File: src/rtl/pll_md_ctrl_if.sv
// rtl/pll_md_ctrl_if.sv - command/response and MD bus signals of the PLL MD master
interface pll_md_ctrl_if;
    logic       cmd_valid;
    logic       cmd_ready;
    logic [1:0] cmd_op;
    logic [7:0] cmd_addr;
    logic [7:0] cmd_wdata;
    logic       rsp_valid;
    logic [7:0] rsp_rdata;
    logic       rsp_err;
    logic       pll_reset;
    logic       pll_lock;
    logic       mdclk;
    logic [1:0] mdopc;
    logic       mdainc;
    logic [7:0] mdwdi;
    logic [7:0] mdrdo;

    modport master (
        input  cmd_valid, cmd_op, cmd_addr, cmd_wdata, pll_lock, mdrdo,
        output cmd_ready, rsp_valid, rsp_rdata, rsp_err, pll_reset,
               mdclk, mdopc, mdainc, mdwdi
    );

    modport slave (
        output cmd_valid, cmd_op, cmd_addr, cmd_wdata, pll_lock, mdrdo,
        input  cmd_ready, rsp_valid, rsp_rdata, rsp_err, pll_reset,
               mdclk, mdopc, mdainc, mdwdi
    );
endinterface

File: src/rtl/pll_md_ctrl.sv
// rtl/pll_md_ctrl.sv - PLL dynamic-reconfiguration port master with apply/relock sequencing
module pll_md_ctrl #(
    parameter int MDCLK_DIV    = 4,
    parameter int RESET_CYCLES = 16,
    parameter int LOCK_TIMEOUT = 65535
) (
    input  logic          clk,
    input  logic          reset,
    pll_md_ctrl_if.master bus
);
    localparam int               DIV_W     = (MDCLK_DIV > 1) ? $clog2(MDCLK_DIV) : 1;
    localparam logic [DIV_W-1:0] DIV_LAST  = DIV_W'(MDCLK_DIV - 1);
    localparam logic [31:0]      RST_LAST  = 32'(RESET_CYCLES - 1);
    localparam logic [31:0]      LOCK_LAST = 32'(LOCK_TIMEOUT);

    localparam logic [1:0] OPC_NOP   = 2'b00;
    localparam logic [1:0] OPC_WRITE = 2'b01;
    localparam logic [1:0] OPC_READ  = 2'b10;
    localparam logic [1:0] OPC_ADDR  = 2'b11;

    localparam logic [1:0] CMD_WRITE = 2'b00;
    localparam logic [1:0] CMD_READ  = 2'b01;
    localparam logic [1:0] CMD_APPLY = 2'b10;

    typedef enum logic [2:0] {
        IDLE, WAIT_FALL, ADDR, DATA, NOP, RD_CAP, RST_PULSE, WAIT_LOCK
    } state_t;

    state_t           state_q, state_d;
    logic [DIV_W-1:0] div_q, div_d;
    logic             mdclk_q, mdclk_d;
    logic [1:0]       mdopc_q, mdopc_d;
    logic             mdainc_q, mdainc_d;
    logic [7:0]       mdwdi_q, mdwdi_d;
    logic             ready_q, ready_d;
    logic             rsp_valid_q, rsp_valid_d;
    logic             rsp_err_q, rsp_err_d;
    logic [7:0]       rsp_rdata_q, rsp_rdata_d;
    logic             pll_reset_q, pll_reset_d;
    logic             lock_meta_q, lock_meta_d;
    logic             lock_sync_q, lock_sync_d;
    logic [1:0]       op_q, op_d;
    logic [7:0]       addr_q, addr_d;
    logic [7:0]       wdata_q, wdata_d;
    logic [7:0]       shadow_q, shadow_d;
    logic             shadow_valid_q, shadow_valid_d;
    logic [31:0]      cnt_q, cnt_d;

    logic       fall_tick;
    logic       rise_tick;
    logic [1:0] data_opc;
    logic [7:0] data_wdi;
    logic       need_addr;

    assign fall_tick = (div_q == DIV_LAST) && mdclk_q;
    assign rise_tick = (div_q == DIV_LAST) && !mdclk_q;
    assign data_opc  = (op_q == CMD_WRITE) ? OPC_WRITE : OPC_READ;
    assign data_wdi  = (op_q == CMD_WRITE) ? wdata_q : 8'h00;
    assign need_addr = !shadow_valid_q || (addr_q != shadow_q);

    always_comb begin
        state_d        = state_q;
        div_d          = div_q + DIV_W'(1);
        mdclk_d        = mdclk_q;
        mdopc_d        = mdopc_q;
        mdainc_d       = mdainc_q;
        mdwdi_d        = mdwdi_q;
        ready_d        = ready_q;
        rsp_valid_d    = 1'b0;
        rsp_err_d      = rsp_err_q;
        rsp_rdata_d    = rsp_rdata_q;
        pll_reset_d    = pll_reset_q;
        lock_meta_d    = bus.pll_lock;
        lock_sync_d    = lock_meta_q;
        op_d           = op_q;
        addr_d         = addr_q;
        wdata_d        = wdata_q;
        shadow_d       = shadow_q;
        shadow_valid_d = shadow_valid_q;
        cnt_d          = cnt_q;

        if (div_q == DIV_LAST) begin
            div_d   = '0;
            mdclk_d = ~mdclk_q;
        end

        case (state_q)
            IDLE: begin
                ready_d = 1'b1;
                if (bus.cmd_valid && ready_q) begin
                    ready_d = 1'b0;
                    op_d    = bus.cmd_op;
                    addr_d  = bus.cmd_addr;
                    wdata_d = bus.cmd_wdata;
                    case (bus.cmd_op)
                        CMD_WRITE, CMD_READ: state_d = WAIT_FALL;
                        CMD_APPLY: begin
                            state_d        = RST_PULSE;
                            pll_reset_d    = 1'b1;
                            cnt_d          = '0;
                            shadow_valid_d = 1'b0;
                        end
                        default: begin
                            rsp_valid_d = 1'b1;
                            rsp_err_d   = 1'b1;
                        end
                    endcase
                end
            end
            WAIT_FALL: begin
                if (fall_tick) begin
                    if (need_addr) begin
                        mdopc_d  = OPC_ADDR;
                        mdwdi_d  = addr_q;
                        mdainc_d = 1'b0;
                        state_d  = ADDR;
                    end else begin
                        mdopc_d  = data_opc;
                        mdwdi_d  = data_wdi;
                        mdainc_d = 1'b1;
                        state_d  = DATA;
                    end
                end
            end
            ADDR: begin
                if (fall_tick) begin
                    mdopc_d  = data_opc;
                    mdwdi_d  = data_wdi;
                    mdainc_d = 1'b1;
                    state_d  = DATA;
                end
            end
            DATA: begin
                if (fall_tick) begin
                    mdopc_d        = OPC_NOP;
                    mdwdi_d        = 8'h00;
                    mdainc_d       = 1'b0;
                    shadow_d       = addr_q + 8'd1;
                    shadow_valid_d = 1'b1;
                    if (op_q == CMD_WRITE) begin
                        rsp_valid_d = 1'b1;
                        rsp_err_d   = 1'b0;
                        ready_d     = 1'b1;
                        state_d     = IDLE;
                    end else begin
                        state_d = NOP;
                    end
                end
            end
            // Read data is valid at the rise that samples the trailing NOP.
            NOP: begin
                if (rise_tick) begin
                    rsp_rdata_d = bus.mdrdo;
                    state_d     = RD_CAP;
                end
            end
            RD_CAP: begin
                rsp_valid_d = 1'b1;
                rsp_err_d   = 1'b0;
                ready_d     = 1'b1;
                state_d     = IDLE;
            end
            RST_PULSE: begin
                if (cnt_q == RST_LAST) begin
                    pll_reset_d = 1'b0;
                    cnt_d       = '0;
                    state_d     = WAIT_LOCK;
                end else begin
                    cnt_d = cnt_q + 32'd1;
                end
            end
            WAIT_LOCK: begin
                if (cnt_q == LOCK_LAST) begin
                    rsp_valid_d = 1'b1;
                    rsp_err_d   = 1'b1;
                    ready_d     = 1'b1;
                    state_d     = IDLE;
                end else if (lock_sync_q) begin
                    rsp_valid_d = 1'b1;
                    rsp_err_d   = 1'b0;
                    ready_d     = 1'b1;
                    state_d     = IDLE;
                end else begin
                    cnt_d = cnt_q + 32'd1;
                end
            end
            default: state_d = IDLE;
        endcase
    end

    always_ff @(posedge clk) begin
        if (reset) begin
            state_q        <= IDLE;
            div_q          <= '0;
            mdclk_q        <= 1'b0;
            mdopc_q        <= OPC_NOP;
            mdainc_q       <= 1'b0;
            mdwdi_q        <= 8'h00;
            ready_q        <= 1'b1;
            rsp_valid_q    <= 1'b0;
            rsp_err_q      <= 1'b0;
            rsp_rdata_q    <= 8'h00;
            pll_reset_q    <= 1'b0;
            lock_meta_q    <= 1'b0;
            lock_sync_q    <= 1'b0;
            op_q           <= CMD_WRITE;
            addr_q         <= 8'h00;
            wdata_q        <= 8'h00;
            shadow_q       <= 8'h00;
            shadow_valid_q <= 1'b0;
            cnt_q          <= '0;
        end else begin
            state_q        <= state_d;
            div_q          <= div_d;
            mdclk_q        <= mdclk_d;
            mdopc_q        <= mdopc_d;
            mdainc_q       <= mdainc_d;
            mdwdi_q        <= mdwdi_d;
            ready_q        <= ready_d;
            rsp_valid_q    <= rsp_valid_d;
            rsp_err_q      <= rsp_err_d;
            rsp_rdata_q    <= rsp_rdata_d;
            pll_reset_q    <= pll_reset_d;
            lock_meta_q    <= lock_meta_d;
            lock_sync_q    <= lock_sync_d;
            op_q           <= op_d;
            addr_q         <= addr_d;
            wdata_q        <= wdata_d;
            shadow_q       <= shadow_d;
            shadow_valid_q <= shadow_valid_d;
            cnt_q          <= cnt_d;
        end
    end

    // ready_q sits at 1 through reset so the port is ready on the first cycle after release.
    assign bus.cmd_ready = ready_q & ~reset;
    assign bus.rsp_valid = rsp_valid_q;
    assign bus.rsp_err   = rsp_err_q;
    assign bus.rsp_rdata = rsp_rdata_q;
    assign bus.pll_reset = pll_reset_q;
    assign bus.mdclk     = mdclk_q;
    assign bus.mdopc     = mdopc_q;
    assign bus.mdainc    = mdainc_q;
    assign bus.mdwdi     = mdwdi_q;
endmodule

File: src/flat_wrapper.sv
// flat-port wrapper written by rule: the top's interface ports become plain ports
module pll_md_ctrl_flat 
#(
    parameter int MDCLK_DIV    = 4,
    parameter int RESET_CYCLES = 16,
    parameter int LOCK_TIMEOUT = 65535
)
  (clk, reset, bus_cmd_valid, bus_cmd_op, bus_cmd_addr, bus_cmd_wdata, bus_pll_lock, bus_mdrdo, bus_cmd_ready, bus_rsp_valid, bus_rsp_rdata, bus_rsp_err, bus_pll_reset, bus_mdclk, bus_mdopc, bus_mdainc, bus_mdwdi);
  pll_md_ctrl_if bus_i ();
  input  logic clk;
  input  logic reset;
  input wire logic [$bits(bus_i.cmd_valid)-1:0] bus_cmd_valid;
  input wire logic [$bits(bus_i.cmd_op)-1:0] bus_cmd_op;
  input wire logic [$bits(bus_i.cmd_addr)-1:0] bus_cmd_addr;
  input wire logic [$bits(bus_i.cmd_wdata)-1:0] bus_cmd_wdata;
  input wire logic [$bits(bus_i.pll_lock)-1:0] bus_pll_lock;
  input wire logic [$bits(bus_i.mdrdo)-1:0] bus_mdrdo;
  output wire logic [$bits(bus_i.cmd_ready)-1:0] bus_cmd_ready;
  output wire logic [$bits(bus_i.rsp_valid)-1:0] bus_rsp_valid;
  output wire logic [$bits(bus_i.rsp_rdata)-1:0] bus_rsp_rdata;
  output wire logic [$bits(bus_i.rsp_err)-1:0] bus_rsp_err;
  output wire logic [$bits(bus_i.pll_reset)-1:0] bus_pll_reset;
  output wire logic [$bits(bus_i.mdclk)-1:0] bus_mdclk;
  output wire logic [$bits(bus_i.mdopc)-1:0] bus_mdopc;
  output wire logic [$bits(bus_i.mdainc)-1:0] bus_mdainc;
  output wire logic [$bits(bus_i.mdwdi)-1:0] bus_mdwdi;
  assign bus_i.cmd_valid = bus_cmd_valid;
  assign bus_i.cmd_op = bus_cmd_op;
  assign bus_i.cmd_addr = bus_cmd_addr;
  assign bus_i.cmd_wdata = bus_cmd_wdata;
  assign bus_i.pll_lock = bus_pll_lock;
  assign bus_i.mdrdo = bus_mdrdo;
  assign bus_cmd_ready = bus_i.cmd_ready;
  assign bus_rsp_valid = bus_i.rsp_valid;
  assign bus_rsp_rdata = bus_i.rsp_rdata;
  assign bus_rsp_err = bus_i.rsp_err;
  assign bus_pll_reset = bus_i.pll_reset;
  assign bus_mdclk = bus_i.mdclk;
  assign bus_mdopc = bus_i.mdopc;
  assign bus_mdainc = bus_i.mdainc;
  assign bus_mdwdi = bus_i.mdwdi;
  pll_md_ctrl #(.MDCLK_DIV(MDCLK_DIV), .RESET_CYCLES(RESET_CYCLES), .LOCK_TIMEOUT(LOCK_TIMEOUT)) u_core (.clk(clk), .reset(reset), .bus(bus_i));
endmodule
File: config.mk
export PLATFORM = sky130hd
export DESIGN_NAME = pll_md_ctrl_flat
export DESIGN_NICKNAME = d
export VERILOG_FILES = /design/src/rtl/pll_md_ctrl_if.sv /design/src/rtl/pll_md_ctrl.sv /design/src/flat_wrapper.sv
export SDC_FILE = /design/constraint.sdc
export NUM_CORES = 1
export LEC_CHECK = 0
export ABC_CLOCK_PERIOD_IN_PS = 4100
export BUFFER_PORTS_ARGS = -buffer_cell sky130_fd_sc_hd__buf_4
export CAP_MARGIN = 20
export CORE_AREA = 4 4 136 138
export CTS_BUF_LIST = sky130_fd_sc_hd__clkbuf_16
export DETAILED_ROUTE_END_ITERATION = 16
export DIE_AREA = 0 0 140 142
export HOLD_SLACK_MARGIN = 0.05
export MAX_ROUTING_LAYER = met4
export PLACE_DENSITY = 0.51
export SETUP_SLACK_MARGIN = 0.15
export SLEW_MARGIN = 20
export SYNTH_ARGS = -nofsm -noshare
export SYNTH_HDL_FRONTEND = slang
export SYNTH_SLANG_ARGS = --single-unit
export TNS_END_PERCENT = 5
File: constraint.sdc
create_clock -name clk -period 4.1 [get_ports clk]
set_input_delay 0.82 -clock clk [delete_from_list [all_inputs] [get_ports clk]]
set_output_delay 0.82 -clock clk [all_outputs]
set_load 0.02 [all_outputs]
---- Word-level counts from Yosys, hierarchy flattened ----
Index checks and enable logic that the tools add are counted.
storage, ports and cells
  bits in registers ....................... 90
  memories kept ........................... 0
  word-level logic and storage cells ...... 140
  ROM bits ................................ 0
  input bits .............................. 30
  latch bits .............................. 0
  memory bits (writable) .................. 0
operators by class
  reduce and logical (&&, ||, !) cells .... 27
  $add $sub $neg .......................... 3
  multiplexer cells ....................... 62
  divide/modulo/power cells ............... 0
  multipliers ............................. 0
  bitwise logic cells ..................... 3
  magnitude comparators ................... 0
  shift-type cells ........................ 0
  eq/ne operators ......................... 26
operators by type and width
  operator                                                            number
  32-bit two-way mux                                                  5
  32-bit case mux with 3 select lines                                 1
  8-bit two-way mux                                                   5
  32-bit by 1-bit adder with 32-bit output (second input constant)    1
  32-bit by 16-bit == test with 1-bit output (second input constant)  1
  32-bit by 4-bit == test with 1-bit output (second input constant)   1
  1-bit two-way mux                                                   27
  3-bit two-way mux                                                   9
  3-bit case mux with 8 select lines                                  1
  8-bit case mux with 3 select lines                                  1
  4-bit AND reduction                                                 4
  2-bit by 1-bit != test with 1-bit output (second input constant)    7
  3-bit == test (second input constant)                               4
  1-bit case mux with 4 select lines                                  3
  2-bit two-way mux                                                   5
  8-bit by 1-bit adder with 8-bit output (second input constant)      1
  2-bit != test (second input constant)                               4
  8-bit != test                                                       1
  8-bit AND reduction                                                 1
  3-bit by 2-bit == test with 1-bit output (second input constant)    2
  2-bit case mux with 3 select lines                                  1
  3-bit case mux with 2 select lines                                  1
  2-bit AND reduction                                                 3
  6-bit AND reduction                                                 1
  other kinds (21)                                                    31

---- Depth between registers and ports, before layout ----
Gate-level depths: netlist of the first run.
  word-level depth ........................ 5
  gate-level depth with buffers ........... 9
  mapped depth without buffers ............ 7

---- Worst setup path after synthesis of the first run ----
OpenSTA, ideal clock, no wires.
  path kind ............................... input to register
  start ................................... in bus_cmd_op[1]
  end ..................................... reg u_core.cnt_q[29]
  path buffers ............................ 0
  cell stages on the path ................. 6
  data arrival time ....................... 2311 ps
  path slack .............................. 1719 ps
  cells stage by stage .................... nor2b_1 -> a41o_1 -> a211o_2 -> nand2_1 -> or4_2 -> a21oi_1
between the ends
  word-level cells in the longest chain between the ends .. 3
RTL lines
  element                               line                source
  start, declared                       flat_wrapper.sv:13  input wire logic [$bits(bus_i.cmd_op)-1:0] bus_cmd_op;
  2-bit == test                         pll_md_ctrl.sv:95   case (bus.cmd_op)
  2-bit != test (no source line)        --
  5-bit AND reduction (no source line)  --
  end signal, assigned                  pll_md_ctrl.sv:231  cnt_q <= cnt_d;
  end, declared                         pll_md_ctrl.sv:47   logic [31:0] cnt_q, cnt_d;
Every way passes these cells.
A chain may end at the register's enable or synchronous reset.

---- Final worst setup path of the first run ----
  start ................................... in bus_cmd_op[0]
  end ..................................... reg u_core.cnt_q[29]
The elaborated chain is that of the path after synthesis.

==> results of run 1 <==
==> Yosys cell counts (3+ instances only) <==
library cell | number | share of area (%)
sky130_fd_sc_hd__a21oi_1 | 39 | 4.6
sky130_fd_sc_hd__clkbuf_8 | 3 | 0.97
sky130_fd_sc_hd__nand4b_1 | 4 | 0.82
sky130_fd_sc_hd__a31oi_1 | 3 | 0.44
sky130_fd_sc_hd__or3_1 | 9 | 1.3
sky130_fd_sc_hd__clkbuf_1 | 18 | 1.6
sky130_fd_sc_hd__xor2_1 | 21 | 4.3
sky130_fd_sc_hd__nor2b_1 | 5 | 0.73
sky130_fd_sc_hd__nand3b_1 | 4 | 0.70
sky130_fd_sc_hd__xnor2_1 | 14 | 2.9
sky130_fd_sc_hd__nor4_1 | 7 | 1.0
sky130_fd_sc_hd__nand4_1 | 11 | 1.6
sky130_fd_sc_hd__dfxtp_1 | 90 | 42
sky130_fd_sc_hd__nor3_1 | 11 | 1.3
sky130_fd_sc_hd__and2_1 | 3 | 0.44
sky130_fd_sc_hd__mux2i_1 | 10 | 2.3
sky130_fd_sc_hd__a211oi_1 | 9 | 1.6
sky130_fd_sc_hd__buf_2 | 5 | 0.59
sky130_fd_sc_hd__and3_1 | 10 | 1.5
sky130_fd_sc_hd__nand2_1 | 67 | 5.9
sky130_fd_sc_hd__o21ai_0 | 15 | 1.8
sky130_fd_sc_hd__nand3_1 | 35 | 4.1
sky130_fd_sc_hd__nand2b_1 | 5 | 0.73
sky130_fd_sc_hd__nor2_1 | 63 | 5.5
sky130_fd_sc_hd__inv_1 | 6 | 0.53
sky130_fd_sc_hd__a311oi_1 | 10 | 2.0
sky130_fd_sc_hd__ha_1 | 3 | 0.88
sky130_fd_sc_hd__o31ai_1 | 5 | 0.88
==> final cells by class <==
class | instances | area [sq um] | share of cell area (%)
flip-flops and latches | 90 | 1802 | 34.90
well taps | 225 | 281.5 | 5.453
clock inverters | 7 | 95.09 | 1.842
inverters | 6 | 22.52 | 0.4363
clock buffers | 9 | 225.2 | 4.363
multi-input cells | 393 | 2301 | 44.57
repair buffers | 58 | 435.4 | 8.434
==> layer usage <==
layer / track usage [%] / wire (microns)
met1: 13.81 / 4965
met2: 19.02 / 5402
met3: 2.722 / 460
met4: 3.621 / 126
met5: - / 0
==> power groups by stage <==
stage | combinational (uW) | sequential [uW] | clock, uW
6_report | 519 | 1040 | 882
5_1_grt | 583 | 1050 | 951
4_1_cts | 527 | 1040 | 920
3_5_place_dp | 525 | 1060 | 0
3_3_place_gp | 525 | 1060 | 0
2_1_floorplan | 407 | 1020 | 0
==> worst min-delay path by stage <==
stage,slack (ns),endpoint
2_1_floorplan,0.40,u_core.div_q[0]
3_3_place_gp,0.41,u_core.div_q[0]
3_5_place_dp,0.42,u_core.div_q[0]
4_1_cts,0.43,u_core.div_q[0]
5_1_grt,0.44,u_core.div_q[0]
6_report,0.43,u_core.div_q[0]
==> worst register-to-register path, cell delays in order (launching register included) <==
cell and delay [ns]:
sky130_fd_sc_hd__dfxtp_1 0.39, sky130_fd_sc_hd__ha_1 0.26, sky130_fd_sc_hd__and4bb_2 0.25, sky130_fd_sc_hd__nand4_1 0.17
sky130_fd_sc_hd__o31ai_1 0.46, sky130_fd_sc_hd__o21ai_0 0.21, sky130_fd_sc_hd__nand2b_1 0.75, sky130_fd_sc_hd__nor2_1 0.13
==> kinds of logic after synthesis <==
logic type / after synthesis / synth area share [%]
buffers and inverters: 35 / 4.010
muxes: 10 / 2.342
xor gates and xnor gates: 35 / 7.172
DFF: 90 / 42.15
adders and majority gates: 3 / 0.8783
and+or+nand+nor: 254 / 29.68
AOI/OAI and AO/OA: 91 / 13.76
==> state kept, by name (all words and copies together), names as in the netlist <==
name,count
u_core.cnt_q,32
u_core.addr_q,8
u_core.bus.mdwdi,8
u_core.bus.rsp_rdata,8
u_core.shadow_q,8
u_core.wdata_q,8
u_core.state_q,3
u_core.bus.mdopc,2
u_core.div_q,2
u_core.op_q,2
u_core.bus.mdainc,1
u_core.bus.mdclk,1
u_core.bus.pll_reset,1
u_core.bus.rsp_err,1
u_core.bus.rsp_valid,1
u_core.lock_meta_q,1
u_core.lock_sync_q,1
u_core.ready_q,1
u_core.shadow_valid_q,1
==> per-stage QoR <==
stage               worst slack [ns]  hold slack [ns]  instance area (sq um)  util (%)
finish                         1.308           0.4277                   5162     30.06
global route                   1.065           0.4440                   5162     30.06
CTS                            1.288           0.4321                   5155     30.01
detailed placement            0.9222           0.4209                   4835     28.15
global placement              0.9734           0.4122                   4835     28.15
floorplan                      1.719           0.4029                   4274         -
==> impl_results.md, run 1 <==
- EDFF count, synth: 0
- Worst Max-Slew Pin Slew: 1.001 ns
- Sequential element share of the synthesized area: 42.15%
- CP bufs+invs: 1
- Via count of the routed design: 3,808
- Gate count of the mapped netlist: 518
- Element type at the critical path end: flip-flop
- Max-slew violation count: 0
- Area Growth Syn to Fin: 20.78%
- Number of clock buffers inserted by TritonCTS: 9
- Worst Setup Path Type: input port to flip-flop
- WL per Instance: 13.90 microns
- Most common cell after layout, fill and taps aside: sky130_fd_sc_hd__dfxtp_1
- Gr usage total: 11.45%
- Peak fanout along the critical path: 23
- Drc violations: 0
- Ys async rst share: 0%
- Max-cap violations: 0
- Endpoints failing hold: 0
- Number of different library cells in the post-synthesis netlist: 56
- Peak supply drop: 0.2466 mV
- Period Utilization, post-route: 68.09%
- GPL Wtd Cong: 0.8518
- Overall overflow remaining after global route: 0
- Count of inserted antenna diode cells: 0
- Start point of the worst min-delay path: u_core.div_q[0]
- Switching power of the nets: 816.4 uW
- Share of total power in sequential cells: 42.5%
- Level count of the clock H-tree: 3
- Die width: 140 microns
- Row count: 48
- Switching share of total power: 33.48%
- Number of post-CTS setup repair buffers: 0
- Die Footprint: 19,880 sq um
- RR Endpoint: u_core.cnt_q[5]
- Status: finished, final reports clean
- Setup violators final: 0
- Clock insertion delay at the later pin of the skew report: 0.35 ns
- Count of pins on the block boundary: 54
- Wire length of the first global-routing pass: 18,010 microns
- Register-to-Register Path Depth: 7
- Gate family responsible for the most delay along the worst path: simple AND/OR/NAND/NOR gates
- Clock network fraction of total power: 36.2%
- Number of port buffers: 53
- Clock tree from TritonCTS: built
- Post-synthesis area per instance: 8.251 sq um
- Post-detailed-route count of antenna-violating nets: 0
- Max frequency: 0.3582 GHz
- Non-filler instance count after layout: 788
- Cells on Worst Hold Path: 1
- Half-perimeter wire length after placement: 7836 microns
- Clock tree skew after final layout: 0.01208 ns
- Vert. Die Dim: 142 microns
- Clock period minus worst slack: 2.792 ns
- Combinational group share of total power: 21.3%
- Critical path launch point type: input port
- Total of fill cells in the finished design: 1,898
- Layout cells sized above 1: 15.81%
- Number of storage elements in the synthesis netlist: 90
- Largest buffer count on any clock path: 2
- Routed via count divided by cell count: 4.832
- Critical Path Max Stage Delay: 0.69 ns
- Syn nets: 551
- Hold buffer count at CTS: 0
- Wirelength, routed: 10,950 microns
- Worst r2r src: u_core.cnt_q[0]
- Power per standard cell area: 472.4 nW/um^2
- Cell leakage power: 0.001862 uW
- Required time at the worst-slack endpoint: 4.36 ns
- Setup repair after global routing missed its margin: false
- Iteration-0 DRC Markers: 198
- Cell total after placement: 771
- Clock-pin transition on the worst setup and hold timing paths: 0.07 ns
- CP cell instances: buf_4 -> nor2b_1 -> a41o_1 -> a211o_2 -> nand2_1 -> or4_2 -> a21oi_1
- PnR Total Power: 2439 uW
- Worst path depth: 7
- Commonest non-fill, non-tap cells in the layout: 90 x sky130_fd_sc_hd__dfxtp_1, 67 x sky130_fd_sc_hd__nand2_1, 63 x sky130_fd_sc_hd__nor2_1, 58 x sky130_fd_sc_hd__buf_4, 39 x sky130_fd_sc_hd__a21oi_1
- Destination of the critical timing path: u_core.cnt_q[29]
- Number of warnings printed during yosys synthesis: 0
- Arrival time worst endpoint: 3.05 ns
- Internal power: 1622 uW
- Initial Utilization: 24.88%
- Most used flip-flop cell after synthesis: sky130_fd_sc_hd__dfxtp_1
- Buffer cell driving the clock tree root: sky130_fd_sc_hd__clkbuf_16
- Maximum number of pins on one net before global-route repair: 67
- Post-CTS sizing: 0
- First-pass iteration count of the detailed router: 5
- Layout net count: 591
- Origin of the worst setup path: bus_cmd_op[0]
- Setup Total Neg Slack: 0 ns
- Initial antenna violation count: 0
- Kind of path behind the tightest hold check: flip-flop to flip-flop
- Core area: 17,180 sq um
- Slowest CP cell: sky130_fd_sc_hd__or4_2
- Mapped cell area: 4274 sq um
- Normalized max-slew margin: 33.25%
- Clock Sink Count: 90
- Number of global-route vias before repair: 3,633
- Minimum setup slack among reg-to-reg paths: 1.32 ns
(Power assumes the default switching activity.)
==> inputs of run 2 (changes only) <==
--- a/config.mk
+++ b/config.mk
@@ -5,7 +5,7 @@
 export SDC_FILE = /design/constraint.sdc
 export NUM_CORES = 1
 export LEC_CHECK = 0
-export ABC_CLOCK_PERIOD_IN_PS = 4100
+export ABC_CLOCK_PERIOD_IN_PS = 2900
 export BUFFER_PORTS_ARGS = -buffer_cell sky130_fd_sc_hd__buf_4
 export CAP_MARGIN = 20
 export CORE_AREA = 4 4 136 138
==> constraint.sdc (replaced) <==
create_clock -name clk -period 2.9 [get_ports clk]
set_input_delay 0.58 -clock clk [delete_from_list [all_inputs] [get_ports clk]]
set_output_delay 0.58 -clock clk [all_outputs]
set_load 0.02 [all_outputs]
==> run 2 against run 1 <==
Effect of this change:
- first-iteration DRC count up 33%
- flip-flop and latch count unchanged
- wire length up 1.1%
==> impl_results.md, run 2 (same netlist as run 1, synthesis figures left out) <==
- Area Growth Syn to Fin: 21.40%
- Gr usage total: 11.91% (+0.46 points)
- Overall overflow remaining after global route: 0 (unchanged)
- Clock insertion delay at the later pin of the skew report: 0.35 ns (about the same)
- Normalized max-slew margin: 43.58% (+10 points)
- Die Footprint: 19,880 sq um (unchanged)
- Layout net count: 598 (+1.2%)
- Design Area, Final: 5189 sq um (+0.51%)
- First-pass iteration count of the detailed router: 4 (-1)
- Worst Setup Path Type: flip-flop to flip-flop
- Wirelength, routed: 11,070 microns (+1.1%)
- Worst r2r src: u_core.cnt_q[4]
- Wire length of the first global-routing pass: 19,030 microns (+5.7%)
- Most common cell after layout, fill and taps aside: sky130_fd_sc_hd__dfxtp_1
- Critical path launch point type: flip-flop
- Number of clock buffers inserted by TritonCTS: 9 (unchanged)
- Count of pins on the block boundary: 54 (unchanged)
- Required time at the worst-slack endpoint: 3.17 ns (-1.19 ns)
- Start point of the worst min-delay path: u_core.div_q[0]
- Count of inserted antenna diode cells: 0 (unchanged)
- Total of fill cells in the finished design: 1,895 (-0.16%)
- Vert. Die Dim: 142 microns (unchanged)
- Endpoints failing hold: 0 (unchanged)
- Final cell utilization of the core: 30.21% (+0.15 points)
- Internal power: 2286 uW (+41%)
- Global-route met1 utilization: 15.06% (+1.3 points)
- Setup violators final: 0 (unchanged)
- Instance area after placement: 4895 sq um (+1.2%)
- Origin of the worst setup path: u_core.cnt_q[4]
- Max-slew violation count: 0 (unchanged)
- Element type at the critical path end: flip-flop
- Row count: 48 (unchanged)
- Max-cap violations: 0 (unchanged)
- Arrival time worst endpoint: 2.77 ns (-0.28 ns)
- Layout cells sized above 1: 16.84% (+1.0 points)
- Half-perimeter wire length after placement: 8129 microns (+3.7%)
- Combinational group share of total power: 22.7% (+1.4 points)
- Met3 Resource Use GR: 2.419% (-0.30 points)
- Die width: 140 microns (unchanged)
- Reg area: 1802 sq um (unchanged)
- Post-detailed-route count of antenna-violating nets: 0 (unchanged)
- Worst Max-Slew Pin Slew: 0.8462 ns (-0.1550 ns)
- Maximum number of pins on one net before global-route repair: 44 (-34%)
- Via count of the routed design: 3,810 (+0.053%)
- Routed via count divided by cell count: 4.792 (-0.83%)
- Commonest non-fill, non-tap cells in the layout: 90 x sky130_fd_sc_hd__dfxtp_1, 67 x sky130_fd_sc_hd__nand2_1, 65 x sky130_fd_sc_hd__buf_4, 63 x sky130_fd_sc_hd__nor2_1, 39 x sky130_fd_sc_hd__a21oi_1
- Peak supply drop: 0.3100 mV (+26%)
- Clock Sink Count: 90 (unchanged)
- Hold buffer count at CTS: 0 (unchanged)
- Share of total power in sequential cells: 42.8% (+0.3 points)
- Drc violations: 0 (unchanged)
- Peak fanout along the critical path: 7 (-70%)
- Largest buffer count on any clock path: 2 (unchanged)
- Clock-pin transition on the worst setup and hold timing paths: 0.07 ns (about the same)
- Switching power of the nets: 1111 uW (+36%)
- Status: finished, final reports clean
- Clock period minus worst slack: 2.498 ns
- Area taken by multi-input logic gates: 2301 sq um (unchanged)
- Iteration-0 DRC Markers: 264 (+33%)
- Number of global-route vias before repair: 3,836 (+5.6%)
- Clock tree skew after final layout: 0.01120 ns (-0.0008889 ns)
- Period Utilization, post-route: 86.15%
- Busiest layer in global routing: met2
- Kind of path behind the tightest hold check: flip-flop to flip-flop
- Number of port buffers: 53 (unchanged)
- Max reg flops: 32 (unchanged)
- Setup repair after global routing missed its margin: false
- Clock tree from TritonCTS: built
- PnR Total Power: 3397 uW (+39%)
- Power per standard cell area: 654.6 nW/um^2 (+39%)
- Max frequency: 0.4003 GHz
- Post-CTS sizing: 0 (unchanged)
- WL per Instance: 13.93 microns (+0.20%)
- Buffer cell driving the clock tree root: sky130_fd_sc_hd__clkbuf_16
- Cell leakage power: 0.001879 uW (+0.94%)
- GPL Wtd Cong: 0.8748 (+2.7%)
- Initial Utilization: 24.88% (unchanged)
- Top reg by flops: u_core.cnt_q
- Core area: 17,180 sq um (unchanged)
- Switching share of total power: 32.70% (-0.78 points)
- Met2 capacity usage during global routing: 18.94% (-0.076 points)
- Clock network fraction of total power: 34.5% (-1.7 points)
- Initial antenna violation count: 0 (unchanged)
- Level count of the clock H-tree: 3 (unchanged)
- Number of post-CTS setup repair buffers: 0 (unchanged)
- Setup Total Neg Slack: 0 ns (unchanged)
run 2: changes by cell type in the layout (fill, tap and decap cells not counted), sizes merged:
cell,change
buf,+7
clkinvlp,+2
inv,-2
run 2: critical path: stages (launching register included):
cell and delay (ns):
sky130_fd_sc_hd__dfxtp_1 0.44, sky130_fd_sc_hd__nand4_2 0.19, sky130_fd_sc_hd__or2_1 0.31, sky130_fd_sc_hd__or4_4 0.58
sky130_fd_sc_hd__or3_1 0.38, sky130_fd_sc_hd__or3_1 0.36, sky130_fd_sc_hd__a31oi_1 0.16
run 2: worst paths after layout:
path	end	slack [ns]	depth (start not counted)
hold reg to reg	u_core.div_q[0]	0.44	1
setup / recovery	u_core.cnt_q[31]	0.40	6
setup reg to reg	u_core.cnt_q[31]	0.40	6
hold / removal	u_core.div_q[0]	0.44	1
run 2: stage by stage:
step	std cells	hold WS, ns	setup WS [ns]
after floorplan	518	0.4029	0.6967
after global placement	779	0.4132	0.4478
after detailed placement	779	0.4187	0.4402
after CTS	795	0.4356	0.4166
after global routing	795	0.4699	0.2843
final	795	0.4385	0.4017
run 2: routing by layer:
layer / vias up / wire [microns]
met5: - / 0
met4: 0 / 116
met3: 7 / 537
met2: 90 / 5343
met1: 1777 / 5075
li1: 1936 / -
run 2: cell type report:
class,instances,share of cell area (%)
flip-flops and latches,90,34.72
clock buffers,9,4.340
inverters,6,0.4340
well taps,225,5.426
multi-input cells,393,44.35
clock inverters,7,1.326
repair buffers,65,9.404
run 2: power groups by stage:
stage / clock network, uW / logic [uW] / registers, uW
6_report: 1170 / 770 / 1450
2_1_floorplan: 0 / 575 / 1440
3_5_place_dp: 0 / 780 / 1480
5_1_grt: 1260 / 872 / 1480
3_3_place_gp: 0 / 772 / 1480
4_1_cts: 1210 / 783 / 1460
